**src/rtl/frogger_pkg.sv**
```systemverilog
// Shared frogger types and screen geometry, used by the frog, car and sprite blocks.
package frogger_pkg;

    typedef enum logic [1:0] {ALIVE, HOP, DYING, GAME_OVER} frog_state_t;
    typedef enum logic [1:0] {UP, DOWN, LEFT, RIGHT} hop_dir_t;

    localparam int SCREEN_W  = 640;
    localparam int SCREEN_H  = 480;
    localparam int FROG_SIDE = 40;
    localparam int POS_W     = 11;

endpackage

```
**src/rtl/frog_ctrl_if.sv**
```systemverilog
// Frog <-> keypad/car-layer bundle; master is the frog controller, slave is its environment.
interface frog_ctrl_if
    import frogger_pkg::*;
#(
    parameter int NUM_CARS = 8
);
    logic                Key_Up;
    logic                Key_Down;
    logic                Key_Left;
    logic                Key_Right;
    logic [NUM_CARS-1:0] Car_Collision;
    logic [POS_W-1:0]    Frog_X;
    logic [POS_W-1:0]    Frog_Y;
    logic [1:0]          Lives;
    logic [7:0]          Score;
    logic                Dying;
    logic                Game_Over;
    logic                Invuln;

    modport master (
        input  Key_Up, Key_Down, Key_Left, Key_Right, Car_Collision,
        output Frog_X, Frog_Y, Lives, Score, Dying, Game_Over, Invuln
    );

    modport slave (
        output Key_Up, Key_Down, Key_Left, Key_Right, Car_Collision,
        input  Frog_X, Frog_Y, Lives, Score, Dying, Game_Over, Invuln
    );
endinterface

```
**src/rtl/frog_ctrl_key_edge.sv**
```systemverilog
// Registered rising-edge detector for one keypad line.
module key_edge (
    input  logic frame_clk,
    input  logic Reset,
    input  logic key,
    output logic rise
);
    logic cur;
    logic prev;

    always_ff @(posedge frame_clk or posedge Reset) begin
        if (Reset) begin
            cur  <= 1'b0;
            prev <= 1'b0;
        end else begin
            cur  <= key;
            prev <= cur;
        end
    end

    assign rise = cur & ~prev;
endmodule

```
**src/rtl/frog_ctrl.sv**
```systemverilog
// Frog player controller: hops, death/respawn, lives, home scoring, game over.
// Optional post-respawn grace period is enabled by defining FROG_INVULN_EN.
module frog_ctrl
    import frogger_pkg::*;
#(
    parameter int NUM_CARS      = 8,
    parameter int START_X       = 300,
    parameter int START_Y       = 440,
    parameter int HOP_STEP      = 10,
    parameter int HOP_FRAMES    = 4,
    parameter int DEATH_FRAMES  = 30,
    parameter int LIVES_INIT    = 3,
    parameter int INVULN_FRAMES = 60
) (
    input  logic         frame_clk,
    input  logic         Reset,
    frog_ctrl_if.master  bus
);
    // state | meaning
    // ALIVE     | idle at a cell, accepting hop requests
    // HOP       | moving HOP_STEP px per frame toward the target cell
    // DYING     | death animation, position frozen
    // GAME_OVER | terminal until Reset

    localparam int HCW = $clog2(HOP_FRAMES + 1);
    localparam int DCW = $clog2(DEATH_FRAMES + 1);
    localparam logic [POS_W-1:0] STEP  = POS_W'(HOP_STEP);
    localparam logic [POS_W-1:0] SIDE  = POS_W'(FROG_SIDE);
    localparam logic [POS_W-1:0] MAX_X = POS_W'(SCREEN_W - FROG_SIDE);
    localparam logic [POS_W-1:0] MAX_Y = POS_W'(SCREEN_H - FROG_SIDE);
    localparam logic [POS_W-1:0] X0    = POS_W'(START_X);
    localparam logic [POS_W-1:0] Y0    = POS_W'(START_Y);

    logic rq_up, rq_down, rq_left, rq_right;

    key_edge u_edge_up    (.frame_clk(frame_clk), .Reset(Reset), .key(bus.Key_Up),    .rise(rq_up));
    key_edge u_edge_down  (.frame_clk(frame_clk), .Reset(Reset), .key(bus.Key_Down),  .rise(rq_down));
    key_edge u_edge_left  (.frame_clk(frame_clk), .Reset(Reset), .key(bus.Key_Left),  .rise(rq_left));
    key_edge u_edge_right (.frame_clk(frame_clk), .Reset(Reset), .key(bus.Key_Right), .rise(rq_right));

    frog_state_t      state;
    hop_dir_t         dir;
    hop_dir_t         req_dir;
    logic [HCW-1:0]   hop_cnt;
    logic [DCW-1:0]   death_cnt;
    logic [POS_W-1:0] pos_x, pos_y, nxt_x, nxt_y;
    logic [1:0]       lives;
    logic [7:0]       score;
    logic             dying, game_over;
    logic             req_val, req_ok, hit, invuln;

    // Up/left bounds are tested as origin >= SIDE so the subtraction never wraps.
    always_comb begin
        req_val = rq_up | rq_down | rq_left | rq_right;
        req_dir = RIGHT;
        if (rq_up)        req_dir = UP;
        else if (rq_down) req_dir = DOWN;
        else if (rq_left) req_dir = LEFT;
        req_ok = 1'b0;
        case (req_dir)
            UP:      req_ok = pos_y >= SIDE;
            DOWN:    req_ok = pos_y <= MAX_Y - SIDE;
            LEFT:    req_ok = pos_x >= SIDE;
            default: req_ok = pos_x <= MAX_X - SIDE;
        endcase
    end

    always_comb begin
        nxt_x = pos_x;
        nxt_y = pos_y;
        case (dir)
            UP:      nxt_y = pos_y - STEP;
            DOWN:    nxt_y = pos_y + STEP;
            LEFT:    nxt_x = pos_x - STEP;
            default: nxt_x = pos_x + STEP;
        endcase
    end

`ifdef FROG_INVULN_EN
    localparam int ICW = $clog2(INVULN_FRAMES + 1);
    logic [ICW-1:0] invuln_cnt;
    assign invuln = invuln_cnt != '0;
`else
    // Grace period compiled out; the comparison is constant false for any legal INVULN_FRAMES.
    assign invuln = (INVULN_FRAMES < 0);
`endif

    assign hit = (|bus.Car_Collision[NUM_CARS-1:0]) && !invuln;

    always_ff @(posedge frame_clk or posedge Reset) begin
        if (Reset) begin
            state     <= ALIVE;
            dir       <= UP;
            hop_cnt   <= '0;
            death_cnt <= '0;
            pos_x     <= X0;
            pos_y     <= Y0;
            lives     <= 2'(LIVES_INIT);
            score     <= '0;
            dying     <= 1'b0;
            game_over <= 1'b0;
`ifdef FROG_INVULN_EN
            invuln_cnt <= '0;
`endif
        end else begin
`ifdef FROG_INVULN_EN
            if (invuln_cnt != '0) invuln_cnt <= invuln_cnt - 1'b1;
`endif
            case (state)
                ALIVE, HOP: begin
                    if (hit) begin
                        state     <= DYING;
                        dying     <= 1'b1;
                        death_cnt <= DCW'(DEATH_FRAMES - 1);
                        lives     <= (lives == 2'd0) ? 2'd0 : lives - 2'd1;
                    end else if (state == HOP) begin
                        pos_x <= nxt_x;
                        pos_y <= nxt_y;
                        if (hop_cnt == '0) begin
                            state <= ALIVE;
                            // Reaching the home row scores and teleports on the same edge.
                            if (nxt_y == '0) begin
                                pos_x <= X0;
                                pos_y <= Y0;
                                if (score != 8'hFF) score <= score + 8'd1;
                            end
                        end else begin
                            hop_cnt <= hop_cnt - 1'b1;
                        end
                    end else if (req_val && req_ok) begin
                        state   <= HOP;
                        dir     <= req_dir;
                        hop_cnt <= HCW'(HOP_FRAMES - 1);
                    end
                end
                DYING: begin
                    if (death_cnt == '0) begin
                        dying <= 1'b0;
                        if (lives == 2'd0) begin
                            state     <= GAME_OVER;
                            game_over <= 1'b1;
                        end else begin
                            state <= ALIVE;
                            pos_x <= X0;
                            pos_y <= Y0;
`ifdef FROG_INVULN_EN
                            invuln_cnt <= ICW'(INVULN_FRAMES);
`endif
                        end
                    end else begin
                        death_cnt <= death_cnt - 1'b1;
                    end
                end
                default: ;
            endcase
        end
    end

    assign bus.Frog_X    = pos_x;
    assign bus.Frog_Y    = pos_y;
    assign bus.Lives     = lives;
    assign bus.Score     = score;
    assign bus.Dying     = dying;
    assign bus.Game_Over = game_over;
    assign bus.Invuln    = invuln;
endmodule

```
**src/flat_wrapper.sv**
```systemverilog
// flat-port wrapper written by rule: the top's interface ports become plain ports
module frog_ctrl_flat import frogger_pkg::*;
#(
    parameter int NUM_CARS      = 8,
    parameter int START_X       = 300,
    parameter int START_Y       = 440,
    parameter int HOP_STEP      = 10,
    parameter int HOP_FRAMES    = 4,
    parameter int DEATH_FRAMES  = 30,
    parameter int LIVES_INIT    = 3,
    parameter int INVULN_FRAMES = 60
)
  (frame_clk, Reset, bus_Key_Up, bus_Key_Down, bus_Key_Left, bus_Key_Right, bus_Car_Collision, bus_Frog_X, bus_Frog_Y, bus_Lives, bus_Score, bus_Dying, bus_Game_Over, bus_Invuln);
  frog_ctrl_if #(.NUM_CARS(NUM_CARS)) bus_i ();
  input  logic frame_clk;
  input  logic Reset;
  input wire logic [$bits(bus_i.Key_Up)-1:0] bus_Key_Up;
  input wire logic [$bits(bus_i.Key_Down)-1:0] bus_Key_Down;
  input wire logic [$bits(bus_i.Key_Left)-1:0] bus_Key_Left;
  input wire logic [$bits(bus_i.Key_Right)-1:0] bus_Key_Right;
  input wire logic [$bits(bus_i.Car_Collision)-1:0] bus_Car_Collision;
  output wire logic [$bits(bus_i.Frog_X)-1:0] bus_Frog_X;
  output wire logic [$bits(bus_i.Frog_Y)-1:0] bus_Frog_Y;
  output wire logic [$bits(bus_i.Lives)-1:0] bus_Lives;
  output wire logic [$bits(bus_i.Score)-1:0] bus_Score;
  output wire logic [$bits(bus_i.Dying)-1:0] bus_Dying;
  output wire logic [$bits(bus_i.Game_Over)-1:0] bus_Game_Over;
  output wire logic [$bits(bus_i.Invuln)-1:0] bus_Invuln;
  assign bus_i.Key_Up = bus_Key_Up;
  assign bus_i.Key_Down = bus_Key_Down;
  assign bus_i.Key_Left = bus_Key_Left;
  assign bus_i.Key_Right = bus_Key_Right;
  assign bus_i.Car_Collision = bus_Car_Collision;
  assign bus_Frog_X = bus_i.Frog_X;
  assign bus_Frog_Y = bus_i.Frog_Y;
  assign bus_Lives = bus_i.Lives;
  assign bus_Score = bus_i.Score;
  assign bus_Dying = bus_i.Dying;
  assign bus_Game_Over = bus_i.Game_Over;
  assign bus_Invuln = bus_i.Invuln;
  frog_ctrl #(.NUM_CARS(NUM_CARS), .START_X(START_X), .START_Y(START_Y), .HOP_STEP(HOP_STEP), .HOP_FRAMES(HOP_FRAMES), .DEATH_FRAMES(DEATH_FRAMES), .LIVES_INIT(LIVES_INIT), .INVULN_FRAMES(INVULN_FRAMES)) u_core (.frame_clk(frame_clk), .Reset(Reset), .bus(bus_i));
endmodule
```
**config.mk**
```make
export PLATFORM = sky130hd
export DESIGN_NAME = frog_ctrl_flat
export DESIGN_NICKNAME = d
export VERILOG_FILES = /design/src/rtl/frogger_pkg.sv /design/src/rtl/frog_ctrl_if.sv /design/src/rtl/frog_ctrl_key_edge.sv /design/src/rtl/frog_ctrl.sv /design/src/flat_wrapper.sv
export SDC_FILE = /design/constraint.sdc
export NUM_CORES = 1
export LEC_CHECK = 0
export ABC_CLOCK_PERIOD_IN_PS = 6200
export BUFFER_PORTS_ARGS = -buffer_cell sky130_fd_sc_hd__clkbuf_2
export CAP_MARGIN = 10
export CELL_PAD_IN_SITES_DETAIL_PLACEMENT = 0
export CELL_PAD_IN_SITES_GLOBAL_PLACEMENT = 1
export CORE_ASPECT_RATIO = 0.8
export CORE_MARGIN = 2
export CORE_UTILIZATION = 49
export CTS_BUF_LIST = sky130_fd_sc_hd__clkbuf_4
export DETAILED_ROUTE_END_ITERATION = 8
export PLACE_DENSITY = 0.88
export SLEW_MARGIN = 30
export SYNTH_ARGS = -nofsm -noshare
export SYNTH_HDL_FRONTEND = slang
export SYNTH_SLANG_ARGS = --single-unit
```
**constraint.sdc**
```tcl
create_clock -name frame_clk -period 6.2 [get_ports frame_clk]
set_clock_uncertainty 0.15 [all_clocks]
set_input_delay 0.31 -clock frame_clk [delete_from_list [all_inputs] [get_ports frame_clk]]
set_output_delay 0.31 -clock frame_clk [all_outputs]
set_load 0.02 [all_outputs]
```
==> flow_metrics.env, run 1 <==
export IMPL_cts_max_level=2
export IMPL_pwr_share_comb_pct=43.5
export IMPL_synth_area_top_cells="dfrtp_1, dfstp_2, ha_1"
export IMPL_critPathArrivalTime_ps=4760
export IMPL_synth_top_family_by_area="compound AO/OA/AOI/OAI gates"
export IMPL_drc=0
export IMPL_max_cap_viol_count=0
export IMPL_cp_start_kind="flop"
export IMPL_finalPower_mw=1.24
export IMPL_insertedDiodeCount=0
export IMPL_routed_via_density=5.75
export IMPL_vias=2730
export IMPL_yosysTopAreaCell="dfrtp_1"
export IMPL_cts_made_buffers=5
export IMPL_gp_congestion=0.889
export IMPL_cts_root_buf="clkbuf_4"
export IMPL_num_rows=26
export IMPL_critical_path_required_ps=6320
export IMPL_seq_area_frac_synth_pct=40.3
export IMPL_hold_depth=4
export IMPL_grtUsageTotal_pct=21.1
export IMPL_synth_cell_types=59
export IMPL_synth_cells=341
export IMPL_clock_power_share_pct=15.6
export IMPL_nets=428
export IMPL_wl_per_cell_um=15.4
export IMPL_yosysWarnings=0
export IMPL_status="finished clean"
export IMPL_first_global_vias=2577
export IMPL_synth_mux_area_share_pct=1.76
export IMPL_pwr_share_seq_pct=40.9
export IMPL_ant_nets=0
export IMPL_drive_gt1_share_pct=17.9
export IMPL_post_synth_xor_area_fraction_pct=6.98
export IMPL_synth_compound_area_share_pct=19.1
export IMPL_ys_flop_type="dfrtp_1"
export IMPL_period_minus_slack_ps=4640
export IMPL_cts_tree="built"
export IMPL_synth_edf_count=0
export IMPL_p_int_mw=0.733
export IMPL_path_clk_slew_ps=150
export IMPL_async_flop_share_pct=100
export IMPL_grt_pass1_wl_um=12300
export IMPL_synth_most_common_cell="dfrtp_1"
export IMPL_syn_cell_area_mm2=0.00326
export IMPL_switching_share_pct=40.7
export IMPL_synth_common_cells="dfrtp_1, nand2_1, nor2_1"
export IMPL_insertion_delay_ps=370
export IMPL_cp_max_fo=14
export IMPL_synth_top_area_share_pct=31.4
export IMPL_fp_dieW_um=95.2
export IMPL_worst_slew_pin_slew_ps=819
export IMPL_final_core_util_pct=57.1
export IMPL_p_sw_mw=0.503
export IMPL_drt_initial_drc_count=100
export IMPL_path_class="flop to flop"
export IMPL_synth_simple_gate_area_share_pct=18.1
export IMPL_antenna_found_initial=0
export IMPL_max_clock_freq_mhz=216
export IMPL_fin_crit_sh_pct=74.8
export IMPL_synth_seq_cells=52
export IMPL_synth_adder_area_share_pct=9.66
export IMPL_holdCritPathClass="input pin to flop"
export IMPL_io_buffers=45
export IMPL_final_area_mm2=0.00366
export IMPL_die_h_um=77.0
export IMPL_clk_path_buf_depth=2
export IMPL_avgSynthCellArea_um2=9.57
export IMPL_initial_utilization_pct=50.9
export IMPL_grt_overflow=0
export IMPL_post_cts_repair_setup_buffers=0
export IMPL_power_leakage_nw=1.69
export IMPL_reg2reg_depth=12
export IMPL_area_delta_synth_final_pct=12.2
export IMPL_power_density_mw_per_mm2=338
export IMPL_grt_setup_unrepaired="no"
export IMPL_slew_violations=0
export IMPL_dp_final_hpwl_um=5490
export IMPL_slew_headroom_pct=45.0
export IMPL_boundaryPins=49
export IMPL_die_area_mm2=0.00733
export IMPL_hold_violations=0
export IMPL_holdWs_ps=139
export IMPL_grt_max_degree=53
export IMPL_setup_viol=0
export IMPL_dr_pass1_iters=4
export IMPL_cts_sinks=52
export IMPL_endpoint_kind="flop"
export IMPL_routed_wl_um=7290
export IMPL_tns_ps=0
export IMPL_place_area_mm2=0.00354
export IMPL_vdd_drop_max_uv=198
export IMPL_coreArea_mm2=0.00641
export IMPL_filler_cell_count=586
==> power by group through the flow <==
stage	Sequential [mW]	Clock [mW]	Combinational, mW
2_1_floorplan	0.525	0	0.390
3_3_place_gp	0.510	0	0.532
3_5_place_dp	0.511	0	0.534
4_1_cts	0.506	0.196	0.538
5_1_grt	0.518	0.211	0.602
6_report	0.506	0.192	0.538
==> path summary, 6_finish.rpt <==
path                                                  start                                end  slack, ps
setup / recovery                  u_core.dir[1]$_DFFE_PP0P_   u_core.bus.Frog_X[1]$_DFFE_PP0P_       1560
hold / removal                         bus_Car_Collision[6]    u_core.death_cnt[1]$_DFFE_PP0P_        140
setup reg to reg                  u_core.dir[1]$_DFFE_PP0P_   u_core.bus.Frog_X[1]$_DFFE_PP0P_       1560
hold reg to reg            u_core.u_edge_down.cur$_DFF_PP0_  u_core.u_edge_down.prev$_DFF_PP0_        240
max in group asynchronous                             Reset    u_core.bus.Score[4]$_DFFE_PP0P_       5080
min in group asynchronous                             Reset  u_core.u_edge_right.cur$_DFF_PP0_        410
==> cell type report <==
type,count,area (um2),share of cell area [%]
clock buffer,5,37.5,1.02
clock inverter,3,37.5,1.02
inverter,17,66.3,1.81
multi-input combinational,264,1830,49.8
sequential,52,1320,35.9
tap,84,105,2.87
timing repair buffer,50,275,7.52
==> what timing repair did <==
item | 4_1_cts | 5_1_grt
endpoints found under the hold margin | 45 | 0
hold buffers | 5 | 0
resized for setup | 0 | 0
==> worst max-delay path, cell delays in order (launching register included) <==
cell,delay [ps]
dfrtp_1,640
clkinv_1,340
nand2_1,410
inv_1,120
ha_1,370
nand3_1,150
a21oi_1,210
mux2i_1,100
a2111o_1,440
o22a_1,230
nor4_4,700
o21ai_1,330
mux2_2,340
==> registers in the layout, indices dropped and copies added (netlist names), 2 cells and up <==
register	flops
u_core.dir	2
u_core.hop_cnt	3
u_core.bus.Score	8
u_core.bus.Lives	2
u_core.bus.Frog_X	10
u_core.state	2
u_core.death_cnt	5
u_core.bus.Frog_Y	10
==> cells by family (layout without fill, tap and decap cells) <==
group / count (synthesis) / count (layout)
AOI/OAI and AO/OA: 91 / 91
xor gates and xnor gates: 26 / 26
adders and majority gates: 24 / 24
buffers and inverters: 27 / 75
DFF: 52 / 52
muxes: 5 / 5
other: 1 / 3
and+or+nand+nor: 115 / 115
==> routing by layer <==
layer	track usage, %	vias to the layer above	wire length (um)
li1	-	1339	-
met3	3.73	9	329
met2	31.9	68	3320
met1	31.4	1314	3560
met5	0	-	0
met4	5.22	0	82
==> per-stage QoR <==
stage	cells	worst slack, ps
after CTS	475	1690
final	475	1560
after global placement	462	1860
after global routing	475	1310
after detailed placement	462	1700
after floorplan	343	2760
==> cell usage in the layout (no fill, tap or decap), types with 3 or more instances in the layout <==
| cell type | n |
|---|---|
| clkbuf_2 | 45 |
| dfrtp_1 | 41 |
| nand2_1 | 25 |
| nor2_1 | 25 |
| ha_1 | 22 |
| o21ai_0 | 19 |
| a21oi_1 | 18 |
| nand3_1 | 16 |
| xnor2_1 | 16 |
| inv_1 | 15 |
| nor3_1 | 12 |
| dfstp_2 | 11 |
| xor2_1 | 10 |
| nand2b_1 | 7 |
| nor2b_1 | 6 |
| o22a_1 | 6 |
| a22o_1 | 6 |
| a21o_1 | 5 |
| a31oi_1 | 5 |
| clkbuf_4 | 5 |
| dlygate4sd3_1 | 5 |
| and3_1 | 4 |
| o21a_1 | 4 |
| o31ai_1 | 4 |
| nor4_1 | 3 |
| clkinv_1 | 3 |
| a211oi_1 | 3 |
| or3_1 | 3 |
| o31a_1 | 3 |
| o211ai_1 | 3 |
| nand4_1 | 3 |
| conb_1 | 3 |
No activity file was read; power rests on OpenSTA's default activity.
==> run 2, diff against run 1 <==
--- a/config.mk
+++ b/config.mk
@@ -5,17 +5,17 @@
 export SDC_FILE = /design/constraint.sdc
 export NUM_CORES = 1
 export LEC_CHECK = 0
-export ABC_CLOCK_PERIOD_IN_PS = 6200
+export ABC_CLOCK_PERIOD_IN_PS = 4100
 export BUFFER_PORTS_ARGS = -buffer_cell sky130_fd_sc_hd__clkbuf_2
 export CAP_MARGIN = 10
 export CELL_PAD_IN_SITES_DETAIL_PLACEMENT = 0
 export CELL_PAD_IN_SITES_GLOBAL_PLACEMENT = 1
 export CORE_ASPECT_RATIO = 0.8
 export CORE_MARGIN = 2
-export CORE_UTILIZATION = 49
+export CORE_UTILIZATION = 41
 export CTS_BUF_LIST = sky130_fd_sc_hd__clkbuf_4
 export DETAILED_ROUTE_END_ITERATION = 8
-export PLACE_DENSITY = 0.88
+export PLACE_DENSITY = 0.78
 export SLEW_MARGIN = 30
 export SYNTH_ARGS = -nofsm -noshare
 export SYNTH_HDL_FRONTEND = slang
==> constraint.sdc (replaced) <==
create_clock -name frame_clk -period 4.1 [get_ports frame_clk]
set_clock_uncertainty 0.15 [all_clocks]
set_input_delay 0.205 -clock frame_clk [delete_from_list [all_inputs] [get_ports frame_clk]]
set_output_delay 0.205 -clock frame_clk [all_outputs]
set_load 0.02 [all_outputs]
==> run 2 against run 1 <==
- register-to-register slack worse by 1300 ps
- routed wire length up 2.9%
- sequential share of layout area fell by 0.84 points
- via count decreased by 1.9%
- setup slack worse by 1300 ps
- largest cell class unchanged
- count of clock-buffer cells in the layout increased by 1
- clock power rose by 89%
- final cell count rose by 5.7%
==> flow_metrics.env, run 2 (same netlist as run 1, synthesis figures left out) <==
export IMPL_insertedDiodeCount=0
export IMPL_gp_congestion=0.856
export IMPL_cts_made_buffers=5
export IMPL_area_delta_synth_final_pct=14.9
export IMPL_worstPathCellList="nand2_1 -> ha_1 -> and3_1 -> a221oi_2 -> o21ai_1 -> xor2_1 -> o31a_1 -> nor4_4 -> buf_4 -> o31a_1 -> o32a_1"
export IMPL_grt_overflow=0
export IMPL_grt_setup_unrepaired="no"
export IMPL_cpPeakStageDelay_ps=500
export IMPL_max_cap_viol_count=0
export IMPL_drc=0
export IMPL_pwr_share_seq_pct=39.4
export IMPL_slew_violations=0
export IMPL_first_global_vias=2639
export IMPL_final_core_util_pct=47.8
export IMPL_critPathArrivalTime_ps=3990
export IMPL_path_class="flop to flop"
export IMPL_cp_start_kind="flop"
export IMPL_num_rows=29
export IMPL_p_sw_mw=0.769
export IMPL_power_leakage_nw=1.72
export IMPL_p_int_mw=1.18
export IMPL_cp_max_fo=10
export IMPL_layout_common_cells="clkbuf_2, dfrtp_1, nand2_1, nor2_1, ha_1"
export IMPL_endpoint_kind="flop"
export IMPL_grtUsageTotal_pct=18.2
export IMPL_cts_tree="built"
export IMPL_path_clk_slew_ps=150
export IMPL_cp_slowest_cell="ha_1"
export IMPL_mostFrequentLayoutCell="clkbuf_2"
export IMPL_slew_headroom_pct=53.7
export IMPL_wl_per_cell_um=15.0
export IMPL_drive_gt1_share_pct=19.3
export IMPL_max_clock_freq_mhz=262
export IMPL_drt_initial_drc_count=116
export IMPL_multi_input_area_mm2=0.00183
export IMPL_insertion_delay_ps=380
export IMPL_dp_final_hpwl_um=5540
export IMPL_antenna_found_initial=0
export IMPL_routed_via_density=5.33
export IMPL_coreArea_mm2=0.00784
export IMPL_cts_root_buf="clkbuf_4"
export IMPL_tns_ps=0
export IMPL_fp_dieW_um=104
export IMPL_switching_share_pct=39.4
export IMPL_cts_max_level=2
export IMPL_io_buffers=45
export IMPL_fin_crit_sh_pct=92.9
export IMPL_dr_pass1_iters=4
export IMPL_status="finished clean"
export IMPL_pwr_share_comb_pct=42.0
export IMPL_vdd_drop_max_uv=284
export IMPL_filler_cell_count=769
export IMPL_cpMostUsedCell="o31a_1"
export IMPL_worst_slew_pin_slew_ps=691
export IMPL_power_density_mw_per_mm2=520
export IMPL_clk_path_buf_depth=2
export IMPL_post_cts_repair_setup_buffers=0
export IMPL_grt_pass1_wl_um=12900
export IMPL_holdCritPathClass="input pin to flop"
export IMPL_initial_utilization_pct=41.6
export IMPL_routed_wl_um=7510
export IMPL_nets=431
export IMPL_die_area_mm2=0.00869
export IMPL_regArea_mm2=0.00132
export IMPL_hold_violations=0
export IMPL_r2r_slack_ps=290
export IMPL_boundaryPins=49
export IMPL_clock_power_share_pct=18.6
export IMPL_period_minus_slack_ps=3810
export IMPL_critical_path_required_ps=4280
export IMPL_cts_sinks=52
export IMPL_setup_viol=0
export IMPL_vias=2678
export IMPL_die_h_um=83.8
export IMPL_ant_nets=0
export IMPL_grt_max_degree=53
==> run 2: final cells by class <==
class                      count  area share (%)
sequential                    52            35.1
inverter                      17            1.77
tap                          108            3.60
timing repair buffer          53            7.94
multi-input combinational    264            48.8
clock buffer                   6            1.20
clock inverter                 2            1.60
==> run 2: per-stage QoR <==
stage	total power [mW]	cell area (um2)	setup slack (ps)	instances	hold WS, ps
4_1_cts	1.96	3740	291	502	58.4
2_1_floorplan	1.38	3270	663	343	86.4
3_5_place_dp	1.59	3590	337	489	165
5_1_grt	2.09	3750	36.3	502	99.4
3_3_place_gp	1.58	3590	471	489	171
6_report	1.95	3750	289	502	66.4
==> run 2: routing by layer <==
layer	part of all wire (%)	global-route usage, %	wire (um)
met1	52	27.5	3930
met2	43	26.6	3210
met3	3.8	3.28	285
met4	1.1	5.16	85
met5	0	0	0
==> run 2: power groups by stage <==
stage                     registers, mW  logic (mW)  clock network (mW)
final                             0.769       0.819               0.363
after global routing              0.789       0.910               0.392
after CTS                         0.767       0.822               0.371
after detailed placement          0.777       0.815                   0
after global placement            0.775       0.801                   0
after floorplan                   0.794       0.590                   0
==> run 2: critical path, delay by kind of cell, from the launching register on <==
kind            cells  cell delay, ps
simple gates        3             930
compound gates      5            1280
fa+ha+maj           1             500
flops               1             460
xor+xnor            1             190
buf+inv             1             260
==> run 2: final timing paths <==
kind	startpoint	end	depth (start not counted)
worst max-delay path	u_core.dir[0]$_DFFE_PP0P_	u_core.bus.Frog_Y[7]$_DFFE_PP1P_	11
worst min-delay path	bus_Car_Collision[6]	u_core.death_cnt[1]$_DFFE_PP0P_	4
worst max register to register	u_core.dir[0]$_DFFE_PP0P_	u_core.bus.Frog_Y[7]$_DFFE_PP1P_	11
worst min register to register	u_core.u_edge_up.cur$_DFF_PP0_	u_core.u_edge_up.prev$_DFF_PP0_	0
max in group asynchronous	Reset	u_core.hop_cnt[0]$_DFFE_PP0P_	3
min in group asynchronous	Reset	u_core.u_edge_up.prev$_DFF_PP0_	3
==> run 2: timing repair <==
| item | CTS | global route |
|---|---|---|
| hold endpoints to repair | 45 | 0 |
| hold buffers | 5 | 0 |
| gates resized for setup | 0 | 1 |
| endpoints found under the setup margin | 0 | 1 |
